$ cat src/rtl/decode_stage.sv
// decode_stage: registered instruction-decode pipeline stage.
// Takes one instruction per valid/ready handshake and presents one registered
// control bundle per instruction. It applies back-pressure while the bundle is
// held, stalls on load-use hazards, discards the held bundle on flush, and
// stops accepting instructions after a HALT until resume is pulsed.
// Optional build macro DECODE_STAGE_STATS_EN adds saturating retired/stall
// counters and their output ports.
module decode_stage #(
  parameter int NUM_REGS    = 16,
  parameter int INSTR_WIDTH = 9,
  parameter int REG_WIDTH   = 8,
  parameter int OP_WIDTH    = 4,
  parameter int RS_BASE     = 4,
  parameter int RD_BASE     = 8,
  parameter int ACC_REG     = 12,
  localparam int RA         = $clog2(NUM_REGS)
) (
  input  logic                   clk,
  input  logic                   rst_n,
  input  logic                   in_valid,
  output logic                   in_ready,
  input  logic [INSTR_WIDTH-1:0] instruction,
  input  logic                   flush,
  input  logic                   resume,
  output logic                   out_valid,
  input  logic                   out_ready,
  output logic [OP_WIDTH-1:0]    alu_op,
  output logic [RA-1:0]          rs_addr,
  output logic [RA-1:0]          rt_addr,
  output logic [RA-1:0]          rd_addr,
  output logic [REG_WIDTH-1:0]   imm,
  output logic                   reg_write,
  output logic                   car_write,
  output logic                   sel_imm,
  output logic                   jump,
  output logic                   mem_read,
  output logic                   mem_write,
  output logic                   mem2reg,
  output logic                   halted
`ifdef DECODE_STAGE_STATS_EN
  ,
  output logic [15:0]            retired_count,
  output logic [15:0]            stall_count
`endif
);

  typedef enum logic {
    ST_RUN    = 1'b0,
    ST_HALTED = 1'b1
  } state_e;

  // Control bundle presented downstream.
  typedef struct packed {
    logic [OP_WIDTH-1:0]  alu_op;
    logic [RA-1:0]        rs;
    logic [RA-1:0]        rt;
    logic [RA-1:0]        rd;
    logic [REG_WIDTH-1:0] imm;
    logic                 reg_write;
    logic                 car_write;
    logic                 sel_imm;
    logic                 jump;
    logic                 mem_read;
    logic                 mem_write;
    logic                 mem2reg;
  } bundle_t;

  // Decode result: the bundle plus which source fields are real register reads
  // (needed by hazard detection) and whether this is a HALT.
  typedef struct packed {
    bundle_t b;
    logic    rs_used;
    logic    rt_used;
    logic    is_halt;
  } dec_t;

  // Pure decode of one instruction word; unlisted fields stay 0.
  function automatic dec_t decode(input logic [INSTR_WIDTH-1:0] instr);
    dec_t       d;
    logic [2:0] opc;
    logic [1:0] f54;
    logic [1:0] f32;
    logic [1:0] f10;
    opc = instr[INSTR_WIDTH-1 -: 3];
    f54 = instr[5:4];
    f32 = instr[3:2];
    f10 = instr[1:0];
    d   = '0;
    case (opc)
      3'b000: begin
        d.rs_used = 1'b1;
        d.rt_used = 1'b1;
        if (f10 != 2'b11) begin
          // AND / SLT / OR into the accumulator register
          d.b.alu_op    = OP_WIDTH'(f10);
          d.b.rs        = RA'(f54) + RA'(RS_BASE);
          d.b.rt        = RA'(f32);
          d.b.rd        = RA'(ACC_REG);
          d.b.reg_write = 1'b1;
        end else begin
          // BEQ
          d.b.alu_op = OP_WIDTH'(7);
          d.b.rs     = RA'(f54);
          d.b.rt     = RA'(f32) + RA'(RD_BASE);
        end
      end
      3'b001: begin
        d.rs_used = 1'b1;
        case (f10)
          2'b00: begin // LW
            d.b.alu_op    = OP_WIDTH'(6);
            d.b.rs        = RA'(f54) + RA'(RS_BASE);
            d.b.rd        = RA'(f32);
            d.b.reg_write = 1'b1;
            d.b.mem_read  = 1'b1;
            d.b.mem2reg   = 1'b1;
          end
          2'b01: begin // SW
            d.rt_used     = 1'b1;
            d.b.alu_op    = OP_WIDTH'(6);
            d.b.rs        = RA'(f54) + RA'(RS_BASE);
            d.b.rt        = RA'(f32);
            d.b.mem_write = 1'b1;
          end
          2'b10: begin // INC
            d.b.alu_op  = OP_WIDTH'(4);
            d.b.rs      = RA'(instr[5:2]);
            d.b.rd      = RA'(instr[5:2]);
            d.b.imm     = REG_WIDTH'(1);
            d.b.sel_imm = 1'b1;
          end
          default: begin // NOT
            d.b.alu_op = OP_WIDTH'(3);
            d.b.rs     = RA'(instr[5:2]);
            d.b.rd     = RA'(instr[5:2]);
          end
        endcase
      end
      3'b010, 3'b100: begin // ADD / SUB
        d.rs_used     = 1'b1;
        d.rt_used     = 1'b1;
        d.b.alu_op    = (opc == 3'b010) ? OP_WIDTH'(4) : OP_WIDTH'(5);
        d.b.rs        = RA'(f54) + RA'(RS_BASE);
        d.b.rt        = RA'(f32);
        d.b.rd        = RA'(f10) + RA'(RD_BASE);
        d.b.reg_write = 1'b1;
        d.b.car_write = 1'b1;
      end
      3'b011: begin // ADDI
        d.rs_used   = 1'b1;
        d.b.alu_op  = OP_WIDTH'(4);
        d.b.rs      = RA'(f32);
        d.b.rd      = RA'(f54) + RA'(RD_BASE);
        d.b.imm     = REG_WIDTH'(f10);
        d.b.sel_imm = 1'b1;
      end
      3'b101: begin // TR
        d.rs_used     = 1'b1;
        d.b.alu_op    = OP_WIDTH'(6);
        d.b.rs        = RA'(instr[2:0]) + RA'(5);
        d.b.rd        = RA'(instr[5:3]) + RA'(1);
        d.b.reg_write = 1'b1;
      end
      3'b110: begin // JR
        d.b.alu_op = OP_WIDTH'(6);
        d.b.imm    = REG_WIDTH'(instr[5:0]);
        d.b.jump   = 1'b1;
      end
      default: begin
        if (f10 != 2'b11) begin
          // SRL / SRA / SLL, in place on rs
          d.rs_used     = 1'b1;
          d.rt_used     = 1'b1;
          d.b.alu_op    = OP_WIDTH'(8) + OP_WIDTH'(f10);
          d.b.rs        = RA'(f54) + RA'(RS_BASE);
          d.b.rd        = RA'(f54) + RA'(RS_BASE);
          d.b.rt        = RA'(f32);
          d.b.reg_write = 1'b1;
          d.b.car_write = 1'b1;
        end else begin
          // HALT: empty bundle
          d.is_halt = 1'b1;
        end
      end
    endcase
    return d;
  endfunction

  state_e  state_q, state_d;
  logic    out_valid_q, out_valid_d;
  bundle_t bundle_q, bundle_d;
  dec_t    dec_in;
  logic    hazard;
  logic    accept;
  logic    take;

  // Decode the incoming word and detect a load-use dependency on the held LW.
  always_comb begin
    dec_in = decode(instruction);
    hazard = out_valid_q & bundle_q.mem_read &
             ((dec_in.rs_used & (dec_in.b.rs == bundle_q.rd)) |
              (dec_in.rt_used & (dec_in.b.rt == bundle_q.rd)));
  end

  // Handshake: ready only when running, the output slot frees up and no hazard.
  always_comb begin
    in_ready = rst_n & (state_q == ST_RUN) & (~out_valid_q | out_ready) & ~hazard;
    accept   = in_valid & in_ready;
    take     = accept & ~flush;
  end

  // Next-state for the output slot and run/halt state; flush beats accept.
  always_comb begin
    // NOTE: every combinational output gets a default first so no path leaves it unassigned (no latch).
    out_valid_d = out_valid_q;
    bundle_d    = bundle_q;
    state_d     = state_q;
    if (flush) begin
      out_valid_d = 1'b0;
      bundle_d    = '0;
    end else if (take) begin
      out_valid_d = 1'b1;
      bundle_d    = dec_in.b;
    end else if (out_ready) begin
      out_valid_d = 1'b0;
      bundle_d    = '0;
    end
    if (take && dec_in.is_halt) begin
      state_d = ST_HALTED;
    end else if ((state_q == ST_HALTED) && resume) begin
      state_d = ST_RUN;
    end
  end

  // Pipeline registers; reset discards the bundle immediately.
  always_ff @(posedge clk or negedge rst_n) begin
    // NOTE: sequential state uses non-blocking assignments so every flop samples pre-edge values.
    if (!rst_n) begin
      state_q     <= ST_RUN;
      out_valid_q <= 1'b0;
      bundle_q    <= '0;
    end else begin
      state_q     <= state_d;
      out_valid_q <= out_valid_d;
      bundle_q    <= bundle_d;
    end
  end

  assign out_valid = out_valid_q;
  assign alu_op    = bundle_q.alu_op;
  assign rs_addr   = bundle_q.rs;
  assign rt_addr   = bundle_q.rt;
  assign rd_addr   = bundle_q.rd;
  assign imm       = bundle_q.imm;
  assign reg_write = bundle_q.reg_write;
  assign car_write = bundle_q.car_write;
  assign sel_imm   = bundle_q.sel_imm;
  assign jump      = bundle_q.jump;
  assign mem_read  = bundle_q.mem_read;
  assign mem_write = bundle_q.mem_write;
  assign mem2reg   = bundle_q.mem2reg;
  assign halted    = (state_q == ST_HALTED);

`ifdef DECODE_STAGE_STATS_EN
  logic [15:0] retired_q, retired_d;
  logic [15:0] stall_q, stall_d;

  // Saturating event counters.
  always_comb begin
    retired_d = retired_q;
    stall_d   = stall_q;
    if (out_valid_q && out_ready && (retired_q != 16'hFFFF)) begin
      retired_d = retired_q + 16'd1;
    end
    if (in_valid && !in_ready && !halted && (stall_q != 16'hFFFF)) begin
      stall_d = stall_q + 16'd1;
    end
  end

  // Counter registers.
  always_ff @(posedge clk or negedge rst_n) begin
    if (!rst_n) begin
      retired_q <= '0;
      stall_q   <= '0;
    end else begin
      retired_q <= retired_d;
      stall_q   <= stall_d;
    end
  end

  assign retired_count = retired_q;
  assign stall_count   = stall_q;
`endif

endmodule

$ cat config.mk
export PLATFORM = sky130hd
export DESIGN_NAME = decode_stage
export DESIGN_NICKNAME = d
export VERILOG_FILES = /design/src/rtl/decode_stage.sv
export SDC_FILE = /design/constraint.sdc
export NUM_CORES = 1
export LEC_CHECK = 0
export CORE_UTILIZATION = 40
export CTS_CLUSTER_DIAMETER = 60
export DETAILED_ROUTE_END_ITERATION = 8
export GPL_TIMING_DRIVEN = 0
export PLACE_DENSITY_LB_ADDON = 0.25
export SETUP_SLACK_MARGIN = 0.3
export SYNTH_ARGS = -nofsm -noshare
export SYNTH_HDL_FRONTEND = slang
export SYNTH_SLANG_ARGS = --single-unit
$ cat constraint.sdc
create_clock -name clk -period 4.1 [get_ports clk]
set_clock_uncertainty 0.2 [all_clocks]
set_input_delay 0.82 -clock clk [delete_from_list [all_inputs] [get_ports clk]]
set_output_delay 0.82 -clock clk [all_outputs]
set_load 0.1 [all_outputs]
Yosys cells after proc, flatten, opt, wreduce, memory -nomap -nowiden:

Index checks and enable logic that the tools add are counted.

* register bits after elaboration: 33

* mux-type cells: 35
* $add $sub $neg: 6
* bitwise operators: 15
* eq/ne operators: 11
* reductions and logical operators: 16

Operators by type and width (number)
* 31-bit two-way mux: 3
* 4-bit one-hot mux with 6 select lines: 2
* 4-bit one-hot mux with 5 select lines: 1
* 6-bit one-hot mux with 3 select lines: 1
* 16-bit two-way mux: 1
* 4-bit one-hot mux with 4 select lines: 1
* 1-bit two-way mux: 14
* 7-bit one-hot mux with 2 select lines: 1
* 11-bit two-way mux: 1
* 1-bit bitwise AND: 9
* 3-bit equality test, second input constant: 3
* 3-bit OR reduction: 3
* 2-bit by 4-bit adder with 4-bit output, second input constant: 2
* 4-bit equality test: 2
* 4-bit one-hot mux with 2 select lines: 1
* 2-bit OR reduction: 4
* 7-bit OR reduction: 1
* 3-bit by 2-bit equality test with 1-bit output, second input constant: 2
* 1-bit one-hot mux with 2 select lines: 3
* 6-bit OR reduction: 1
* 5-bit OR reduction: 1
* 2-bit by 3-bit adder with 4-bit output, second input constant: 1
* 3-bit by 1-bit adder with 4-bit output, second input constant: 1
* 3-bit by 3-bit adder with 4-bit output, second input constant: 1
* other kinds (17): 23

Logic depth before layout (Yosys ltp):

* depth in word-level cells: 14
* mapped depth: 12

Worst setup path after synthesis:

No wires, ideal clock.

* path type: input-to-output
* start: input port instruction[0]
* end: output port in_ready
* cell stages on the path: 11
* data arrival time: 5.620 ns
* slack: -2.540 ns
* path buffers: 1
* data required time: 3.080 ns
* cells stage by stage: ha_1 buf_2 inv_1 ha_1 and3b_1 a2111oi_2 or4_1 a221oi_2 o211ai_2 a21oi_1 nor4b_1

* longest elaborated chain between the ends: 10
* elaborated cells on any way between the ends: 24
* classes of those cells: add/sub: 1; eq/ne: 5; mux: 10; bitwise: 6; reduce/logical: 2

Ends and longest elaborated chain
* start: declaration: RTL line 22 `input logic [INSTR_WIDTH-1:0] instruction,`
* 2-bit by 1-bit equality test with 1-bit output / 2-bit logical NOT (equally long branches): RTL line 109 `case (f10)`
* 2-bit OR reduction (no line)
* 7-bit one-hot mux with 2 select lines: RTL line 109
* 4-bit one-hot mux with 6 select lines: RTL line 89 `case (opc)`
* 4-bit equality test: RTL line 201 `((dec_in.rs_used & (dec_in.b.rs == bundle_q.rd)) |`
* 1-bit bitwise AND: RTL line 201
* 1-bit OR (*): RTL line 201
* 1-bit bitwise AND (*): RTL line 200 `hazard = out_valid_q & bundle_q.mem_read &`
* 1-bit inverter (*): RTL line 207 `in_ready = rst_n & (state_q == ST_RUN) & (~out_valid_q | out_ready) & ~hazard;`
* 1-bit bitwise AND (*): RTL line 207
* end: declaration: RTL line 21 `output logic in_ready,`

Every way passes the cells marked *; elsewhere a longest branch is shown, timed or not.

Worst setup path in the final report:

* start: input port instruction[1]
* end: output port in_ready

The elaborated chain is that of the path after synthesis.

==> metrics.md <==
| Metric | Value |
|---|---|
| CTS Sinks | 29 |
| Slew Viols, Final | 0 |
| Routed vias | 2,009 |
| Area after DPL | 2576 µm² |
| Final min period | 4.176 ns |
| Worst setup EP type | output pin |
| Die height | 72.33 µm |
| CP max stage cell | a2111oi_4 |
| Drt drc | 0 |
| Clk root buf | clkbuf_8 |
| Worst path cell trace | buf_8, ha_4, buf_8, inv_8, ha_4, and3b_2, a2111oi_4, o31ai_2, a221oi_4, o211ai_2, a21oi_2, nor4b_4, buf_6 |
| Final setup viols | 1 |
| RSZ-0062 raised after global routing | true |
| Final wirelength | 5938 µm |
| Worst Hold Class | flip-flop to flip-flop |
| Yosys warnings | 0 |
| H-tree levels | 2 |
| Worst EP arrival | 3.16 ns |
| Worst Path Required | 3.08 ns |
| Pwr dens | 311.8 nW/µm² |
| Initial antenna violation count | 0 |
| Final Util | 0.6092 |
| Maximum VDD drop | 139.8 µV |
| Post-synthesis sequential area ratio | 0.3669 |
| CTS tree | built |
| Num ports | 49 |
| Die Width | 72.33 µm |
| Drt wl/cell | 16.22 µm |
| Fin area | 2897 µm² |
| Crit path kind | input pin to output pin |
| Total GRT Usage | 0.2429 |
| Grt ovf | 0 |
| Predominant post-synthesis flop cell | dfrtp_1 |
| First-pass GRT wire length | 9618 µm |
| Layout area overhead | 46.43% |
| Max-cap violation count | 0 |
| Layout cells sized above 1 | 0.2174 |
| Cell count after synthesis | 236 |
| Setup ws final | -0.07564 ns |
| Clk slew on worst S/H paths | 0.06 ns |
| Clock Tree Buf Depth | 2 |
| Post-synth top area cell | dfrtp_1 |
| Drt first pass iters | 4 |
| Post-synthesis async set-or-reset flop share | 1.000 |
| Number of global-route vias before repair | 1,925 |
| Placer Congestion | 0.9453 |
| Synth top area cells | dfrtp_1 (37%), nand2_1 (8.2%), o21ai_1 (4.8%), ha_1 (4.4%), a21oi_1 (3.0%) |
| EDFF count, synth | 0 |
| P_leak | 1.245 nW |
| Skew-Pair Late Insertion Delay | 0.28 ns |
| Startpoint types | input pin |
| Status | finished, violations left |
| Worst Tran Pin Value | 0.9743 ns |
| Hold Slack | 0.2730 ns |
| ANT nets after route | 0 |
| Largest net degree at the start of global routing | 32 |
| Maximum fanout along the worst path | 4 |
| Hold Vio Cnt, Final | 0 |
| Fillers | 429 |
| Critical Path Max Stage Delay | 0.44 ns |
| Worst slew margin | 0.3485 |
| Detailed-route vias per instance | 5.489 |
| Die area | 5231 µm² |
| #FFs+latches synth | 29 |
| Count of cell types in the netlist | 55 |
| Cell row count | 25 |
| Fin nets | 320 |
| Iteration-0 DRC Markers | 123 |
| Highest clock rate | 239.5 MHz |
| Failing checks | negative setup slack |
| Syn_area_per_cell | 8.382 µm² |
| Port buffer count | 44 |
| Initial Util | 0.4161 |
| Core area | 4755 µm² |
| CTS Buf Count | 5 |
| Netlist Area Pre-Place | 1978 µm² |
| Top cell type's share of synthesized area | 0.3669 |
| Final Cycle Share | 1.018 |
| N_diodes | 0 |
| HPWL after DPL | 4393 µm |
[timing repair]
item	4_1_cts	5_1_grt
gates resized for setup	43	18
buffers inserted	7	2
pin swaps	7	6
hold buffers	0	0
setup endpoints to repair	25	1
[final timing paths]
kind	from	endpoint	slack [ns]	depth (start not counted)
min in group asynchronous	rst_n	rt_addr[1]	0.37	1
max	instruction[1]	in_ready	-0.08	13
min reg2reg	jump	jump	0.27	1
min	jump	jump	0.27	1
max reg2reg	rd_addr[2]	imm[1]	1.57	8
max in group asynchronous	rst_n	alu_op[3]	2.91	1
[placed cells by master (no fill, tap or decap), types with 4 or more instances in the layout]
master	count
nand2_1	43
clkdlybuf4s50_1	35
dfrtp_1	29
o21ai_1	19
buf_4	16
a21oi_1	11
o21ai_0	9
clkbuf_8	7
inv_1	6
clkbuf_1	6
xor2_1	6
o21a_1	5
ha_1	5
nand2b_1	4
nor3_1	4
nand3_1	4
nor2_1	4
a22o_1	4
o31ai_1	4
[cells in the mapped netlist, types with 6 or more instances]
library cell and n:
clkbuf_1 8, nand2_1 43, buf_4 6, o21ai_0 9, o21ai_1 19, nor3_1 7
ha_1 7, dfrtp_1 29, inv_1 7, nor2_1 6, xor2_1 6, a21oi_1 12
[flip-flops by register name (all words and copies together) (netlist names), 3 cells and up]
signal and count:
alu_op 4, imm 6, rd_addr 4, rs_addr 4
rt_addr 3
[layer usage]
layer	GRT usage	vias up	routed length (µm)
met2	0.3842	67	2837
li1	-	971	-
met5	0	-	0
met3	0.03889	8	240
met1	0.3307	963	2789
met4	0.09804	0	71
[logic make-up (layout without fill, tap and decap cells)]
group                      Yosys count  after routing  share of synthesized area
AOI/OAI and AO/OA                   83             83                     0.2903
other                                1              3                   0.001896
adders and majority gates            7              7                    0.04427
buffers and inverters               30             91                    0.07464
and+or+nand+nor                     79             79                     0.1898
muxes                                1              1                   0.005692
DFF                                 29             29                     0.3669
xor gates and xnor gates             6              6                    0.02657
[critical path: cells and delay by family]
family,cells,cell delay (ns)
AO/OA/AOI/OAI,5,1.27
adder cells (fa/ha/maj),2,0.37
buffers and inverters,4,0.41
AND/OR/NAND/NOR,2,0.29
[report_power, final]
group / internal [mW] / leakage, nW / switching, mW / total (mW)
Combinational: 0.102 / 0.793 / 0.230 / 0.332
Sequential: 0.299 / 0.398 / 0.0112 / 0.310
Clock: 0.151 / 0.0542 / 0.109 / 0.261
Total: 0.552 / 1.25 / 0.351 / 0.903
[per-stage QoR]
stage                     total power, mW  cells  setup slack, ns   TNS, ns
after floorplan                    0.5326    238          -0.2147   -0.2147
after global placement             0.6184    349           -1.660    -6.448
after detailed placement           0.6188    349           -1.674    -7.105
after CTS                          0.8948    364          -0.1330   -0.1330
after global routing               0.9377    366          -0.1671   -0.1671
final                              0.9033    366         -0.07564  -0.07564
[final cells by class]
| cell class | instances | area (µm²) | share of cell area |
|---|---|---|---|
| multi-input combinational | 179 | 1280 | 0.4419 |
| clock inverter | 1 | 5.005 | 0.001728 |
| tap | 67 | 83.83 | 0.02894 |
| buffer | 20 | 131.4 | 0.04536 |
| sequential | 29 | 725.7 | 0.2505 |
| clock buffer | 7 | 96.34 | 0.03326 |
| timing repair buffer | 53 | 526.8 | 0.1819 |
| inverter | 10 | 47.55 | 0.01641 |
Note: power is estimated with default switching activity, not from simulation.
==> RTL edit 1: new RTL, same flow settings <==
Add a define of `DECODE_STAGE_STATS_EN`.
--- a/src/rtl/decode_stage.sv
+++ b/src/rtl/decode_stage.sv
@@ -5,6 +5,8 @@
 // stops accepting instructions after a HALT until resume is pulsed.
 // Optional build macro DECODE_STAGE_STATS_EN adds saturating retired/stall
 // counters and their output ports.
+`define DECODE_STAGE_STATS_EN
+
 module decode_stage #(
   parameter int NUM_REGS    = 16,
   parameter int INSTR_WIDTH = 9,
Formal check against the unedited RTL (old outputs only; new: retired_count and stall_count): equivalent (Yosys induction, for registers that start in step).
==> RTL edit 1 against the unedited design <==
The run now ends clean. Register-to-register slack worse by 0.19 ns. Routed wire length is 63% higher. Design area is 78% higher. Non-clock buffer count is 50 higher. Sequential share of layout area is 4.6 points higher. Total power grew to 2.5 times the old value. Critical path depth is 1 lower. Sequential cell count is 32 higher. Synthesized area is 81% higher. Core utilization is 1.8 points lower. Setup slack better by 0.16 ns. First-iteration DRC count is 33% higher.
==> RTL edit 1: results (changes against the unedited design) <==
vias=3315 (was 2009); share of layout cells above drive strength 1=20.61% (was 21.74%); Pre-antenna DRT Iters=5 (was 4); H-Tree Depth=3 (was 2); CP Data Arrival Time=3.00 ns (was 3.16 ns); Post-DP HPWL=6.831 mm (was 4.393 mm); Synth Area in XOR/XNOR=8.301% (was 2.657%); multi-input gate count=283 (was 179); R2R Path Start=rd_addr[0] (was rd_addr[2]); Critical R2R Capture=imm[4] (was imm[1]); outcome=finished, final reports clean (was finished with violations); Routed WL=9.703 mm (was 5.938 mm); first-pass GRT wire length=16.42 mm (was 9.618 mm); Yosys cell types=62 (was 55); TritonCTS Buffers=9 (was 5); Clock Power Share=30.4% (was 28.8%); mux share of post-synthesis cell area=0.9418% (was 0.5693%); post-synthesis compound-gate area fraction=17.37% (was 29.03%); Post-CTS Setup Bufs=18 (was 7); crit-path max cell delay=0.36 ns (was 0.44 ns); clock insertion delay at the later pin of the skew report=0.33 ns (was 0.28 ns); Die ar.=0.009351 mm² (was 0.005231 mm²); IO buf count=75 (was 44); Leakage=2.215 nW (was 1.245 nW); Tot GR Track Use=21.71% (was 24.29%); sequential area share after synthesis=42.55% (was 36.69%); reg-to-reg setup timing slack=1.38 ns (was 1.57 ns); Clock Power=0.000689 W (was 0.000261 W); post-CTS sizing=54 (was 43); Routability Congestion=0.8818 (was 0.9453); Relative slew margins=19.46% (was 34.85%); Fmax achieved=0.2488 GHz (was 0.2395 GHz); worst hold stages=2 (was 1); Sequential cell area=0.001526 mm² (was 725.7 µm²); slowest CP cell=o31ai_4 (was a2111oi_4); vias in the first global route=3227 (was 1925); inverters=12 (was 10); ranking of synthesized cells by area=dfrtp_1 43%, xnor2_1 6.1%, nand2_1 4.5% (was dfrtp_1 37%, nand2_1 8.2%, o21ai_1 4.8%); buffering overhead=21.86% (was 22.72%); Fillers=762 (was 429); worst r2r path cells=11 (was 8); crit path max fanout=5 (was 4); multi-input logic area=0.002054 mm² (was 0.001280 mm²); Initial DRC Count=164 (was 123); Layout clock area frac=4.999% (was 3.499%); pre-CTS WS=-1.686 ns (was -1.674 ns); Synth top cells by count=61 x dfrtp_1, 43 x nand2_1, 25 x nor2_1, 25 x xnor2_1, 16 x a21oi_1 (was 43 x nand2_1, 29 x dfrtp_1, 19 x o21ai_1); flops & latches, synth=61 (was 29); hold path start=imm[3] (was jump); Synth Area in Adders=3.488% (was 4.428%); Repair and plain buffers=123 (was 73); peak supply drop=0.2443 mV (was 0.1398 mV); Logic pwr share=37.7% (was 36.8%); # clk buffers=11 (was 7); Placed Area=0.004549 mm² (was 0.002576 mm²); worst hold endpoint=imm[3] (was jump); Crit. Startpoint=instruction[0] (was instruction[1])
-- RTL edit 1: changes by cell type after synthesis, moves of 6 or more --
cell      before  now
nand3_1        4   12
and3_1         3   14
nor2_1         6   25
nand2b_1       4   11
xnor2_1        0   25
o31ai_1        5   11
nand4_1        1   10
dfrtp_1       29   61
o21ai_1       19    0
-- RTL edit 1: per-layer routing --
| layer | track usage (%) | wire length [µm] |
|---|---|---|
| met1 | 29.45 | 4344 |
| met2 | 34.40 | 4654 |
| met3 | 4.335 | 508 |
| met4 | 7.922 | 195 |
| met5 | 0 | 0 |
-- RTL edit 1: metrics by stage --
step,hold WS (ns),cells,util [%]
after global routing,0.3164,603,59.12
after floorplan,0.3244,380,-
after detailed placement,0.2666,563,52.17
after CTS,0.2807,597,58.22
final,0.2771,603,59.12
after global placement,0.2638,563,52.20
==> RTL edit 2: new RTL, same flow settings <==
Made on the original files. Change the parameter `REG_WIDTH` from 8 to 6.
--- a/src/rtl/decode_stage.sv
+++ b/src/rtl/decode_stage.sv
@@ -8,7 +8,7 @@
 module decode_stage #(
   parameter int NUM_REGS    = 16,
   parameter int INSTR_WIDTH = 9,
-  parameter int REG_WIDTH   = 8,
+  parameter int REG_WIDTH   = 6,
   parameter int OP_WIDTH    = 4,
   parameter int RS_BASE     = 4,
   parameter int RD_BASE     = 8,
Interface: changed (resized imm); port bits go from 49 to 47. The function was not compared with the original's and may differ.
==> RTL edit 2 against the unedited design <==
Sequential cell count unchanged. Total power is 14% lower. Cell count is 6.8% lower. Synthesized area fell by 5.9%. Non-clock buffer count shrank 4. Routed wire length decreased by 3.7%. Design area down 5.1%. Sequential power shrank 3%. Setup slack gained 0.45 ns.
==> RTL edit 2: results (changes against the unedited design) <==
post-CTS sizing=43 (unchanged); Post-CTS Setup Bufs=6 (was 7); Synth top cells by count=40 x nand2_1, 29 x dfrtp_1, 21 x o21ai_1 (was 43 x nand2_1, 29 x dfrtp_1, 19 x o21ai_1); synth warn=0 (unchanged); Tot GR Track Use=23.98% (was 24.29%); Leakage=1.161 nW (was 1.245 nW); CTS clk-pin slew, worst paths=0.06 ns (about the same); Mapped Nets=251; first-pass GRT wire length=9.266 mm (was 9.618 mm); top sig layer=met4 (unchanged); Routed WL=5.717 mm (was 5.938 mm); Post-DP HPWL=4.020 mm (was 4.393 mm); Yosys cell types=47 (was 55); metal2 WL=2.785 mm (was 2.837 mm); Min-Delay Path Class=flop to flop (unchanged); share of layout cells above drive strength 1=20.76% (was 21.74%); IO buf count=44 (unchanged); async set or reset register ratio after synthesis=100.0% (unchanged); sequential area share after synthesis=38.98% (was 36.69%); mux share of post-synthesis cell area=0.6048% (was 0.5693%); crit path max fanout=9 (was 4); root buf cell=clkbuf_8 (unchanged); H-Tree Depth=2 (unchanged); met3 Use GR=4.906% (was 3.889%); largest net degree at the start of global routing=32 (unchanged); Routability Congestion=0.9673 (was 0.9453); Synth Area in XOR/XNOR=4.234% (was 2.657%); grt met1 use=32.50% (was 33.07%); outcome=finished, final reports clean (was finished with violations); Fillers=380 (was 429); Worst-Margin Slew=0.9811 ns (was 0.9743 ns); WL met3=359 µm (was 240 µm); met2 Use GR=37.78% (was 38.42%); Largest register FFs=6 (unchanged); ys flop type=dfrtp_1 (unchanged); CP Data Arrival Time=2.71 ns (was 3.16 ns); Met1 Routed Length=2.495 mm (was 2.789 mm); Final #Nets=311 (was 320); peak supply drop=0.1516 mV (was 0.1398 mV); Diodes inserted=0 (unchanged); Synth Area in Adders=4.704% (was 4.428%); ranking of synthesized cells by area=dfrtp_1 39%, nand2_1 8.1%, o21ai_1 5.6% (was dfrtp_1 37%, nand2_1 8.2%, o21ai_1 4.8%); Pre-antenna DRT Iters=4 (unchanged); Clock Path Buffers=2 (unchanged); Initial DRC Count=156 (was 123); slowest CP cell=nor4b_4 (was a2111oi_4); clock insertion delay at the later pin of the skew report=0.28 ns (about the same); crit-path max cell delay=0.27 ns (was 0.44 ns); post-synthesis compound-gate area fraction=26.14% (was 29.03%); initial antenna violation count=0 (unchanged); vias=1949 (was 2009); TritonCTS Buffers=5 (unchanged); hold-fix buffer count after cts=0 (unchanged)
## RTL edit 2: final timing paths
path                                 from          to  slack, ns  cells after the start
max in group asynchronous           rst_n      imm[4]       2.88                      1
hold / removal                 rs_addr[1]  rs_addr[1]       0.28                      2
hold reg to reg                rs_addr[1]  rs_addr[1]       0.28                      2
min in group asynchronous           rst_n      halted       0.38                      1
setup / recovery           instruction[0]    in_ready       0.37                     12
setup reg to reg               rd_addr[3]   mem_write       1.78                      7
## RTL edit 2: metrics by stage
stage	worst slack, ns	cells	instance area (µm²)	hold slack (ns)	power [W]
3_5_place_dp	-1.263	325	2465	0.2775	0.0005196
4_1_cts	0.3181	338	2660	0.2905	0.0007658
3_3_place_gp	-1.273	325	2465	0.2708	0.0005182
2_1_floorplan	0.006105	229	1959	0.3244	0.0004516
5_1_grt	0.2695	341	2748	0.3131	0.0008073
6_report	0.3709	341	2748	0.2839	0.0007795
## RTL edit 2: critical path: cells and delay by family
| kind | cells | cell delay, ns |
|---|---|---|
| fa+ha+maj | 2 | 0.45 |
| xor+xnor | 1 | 0.10 |
| buf+inv | 4 | 0.61 |
| simple gates | 3 | 0.49 |
| compound gates | 2 | 0.23 |
## RTL edit 2: area by class of cell
type | instances | share of cell area (%)
Multi-Input combinational cell | 173 | 42.85
Sequential cell | 29 | 26.41
Timing Repair Buffer | 53 | 18.08
Buffer | 16 | 5.055
Clock buffer | 7 | 3.142
Tap cell | 52 | 2.368
Inverter | 11 | 2.095
## RTL edit 2: power breakdown
part           internal, W  leakage, nW  switching (W)  total (W)
logic            0.0000801        0.716       0.000163   0.000243
registers         0.000294        0.401     0.00000599   0.000300
clock network     0.000133       0.0443       0.000104   0.000237
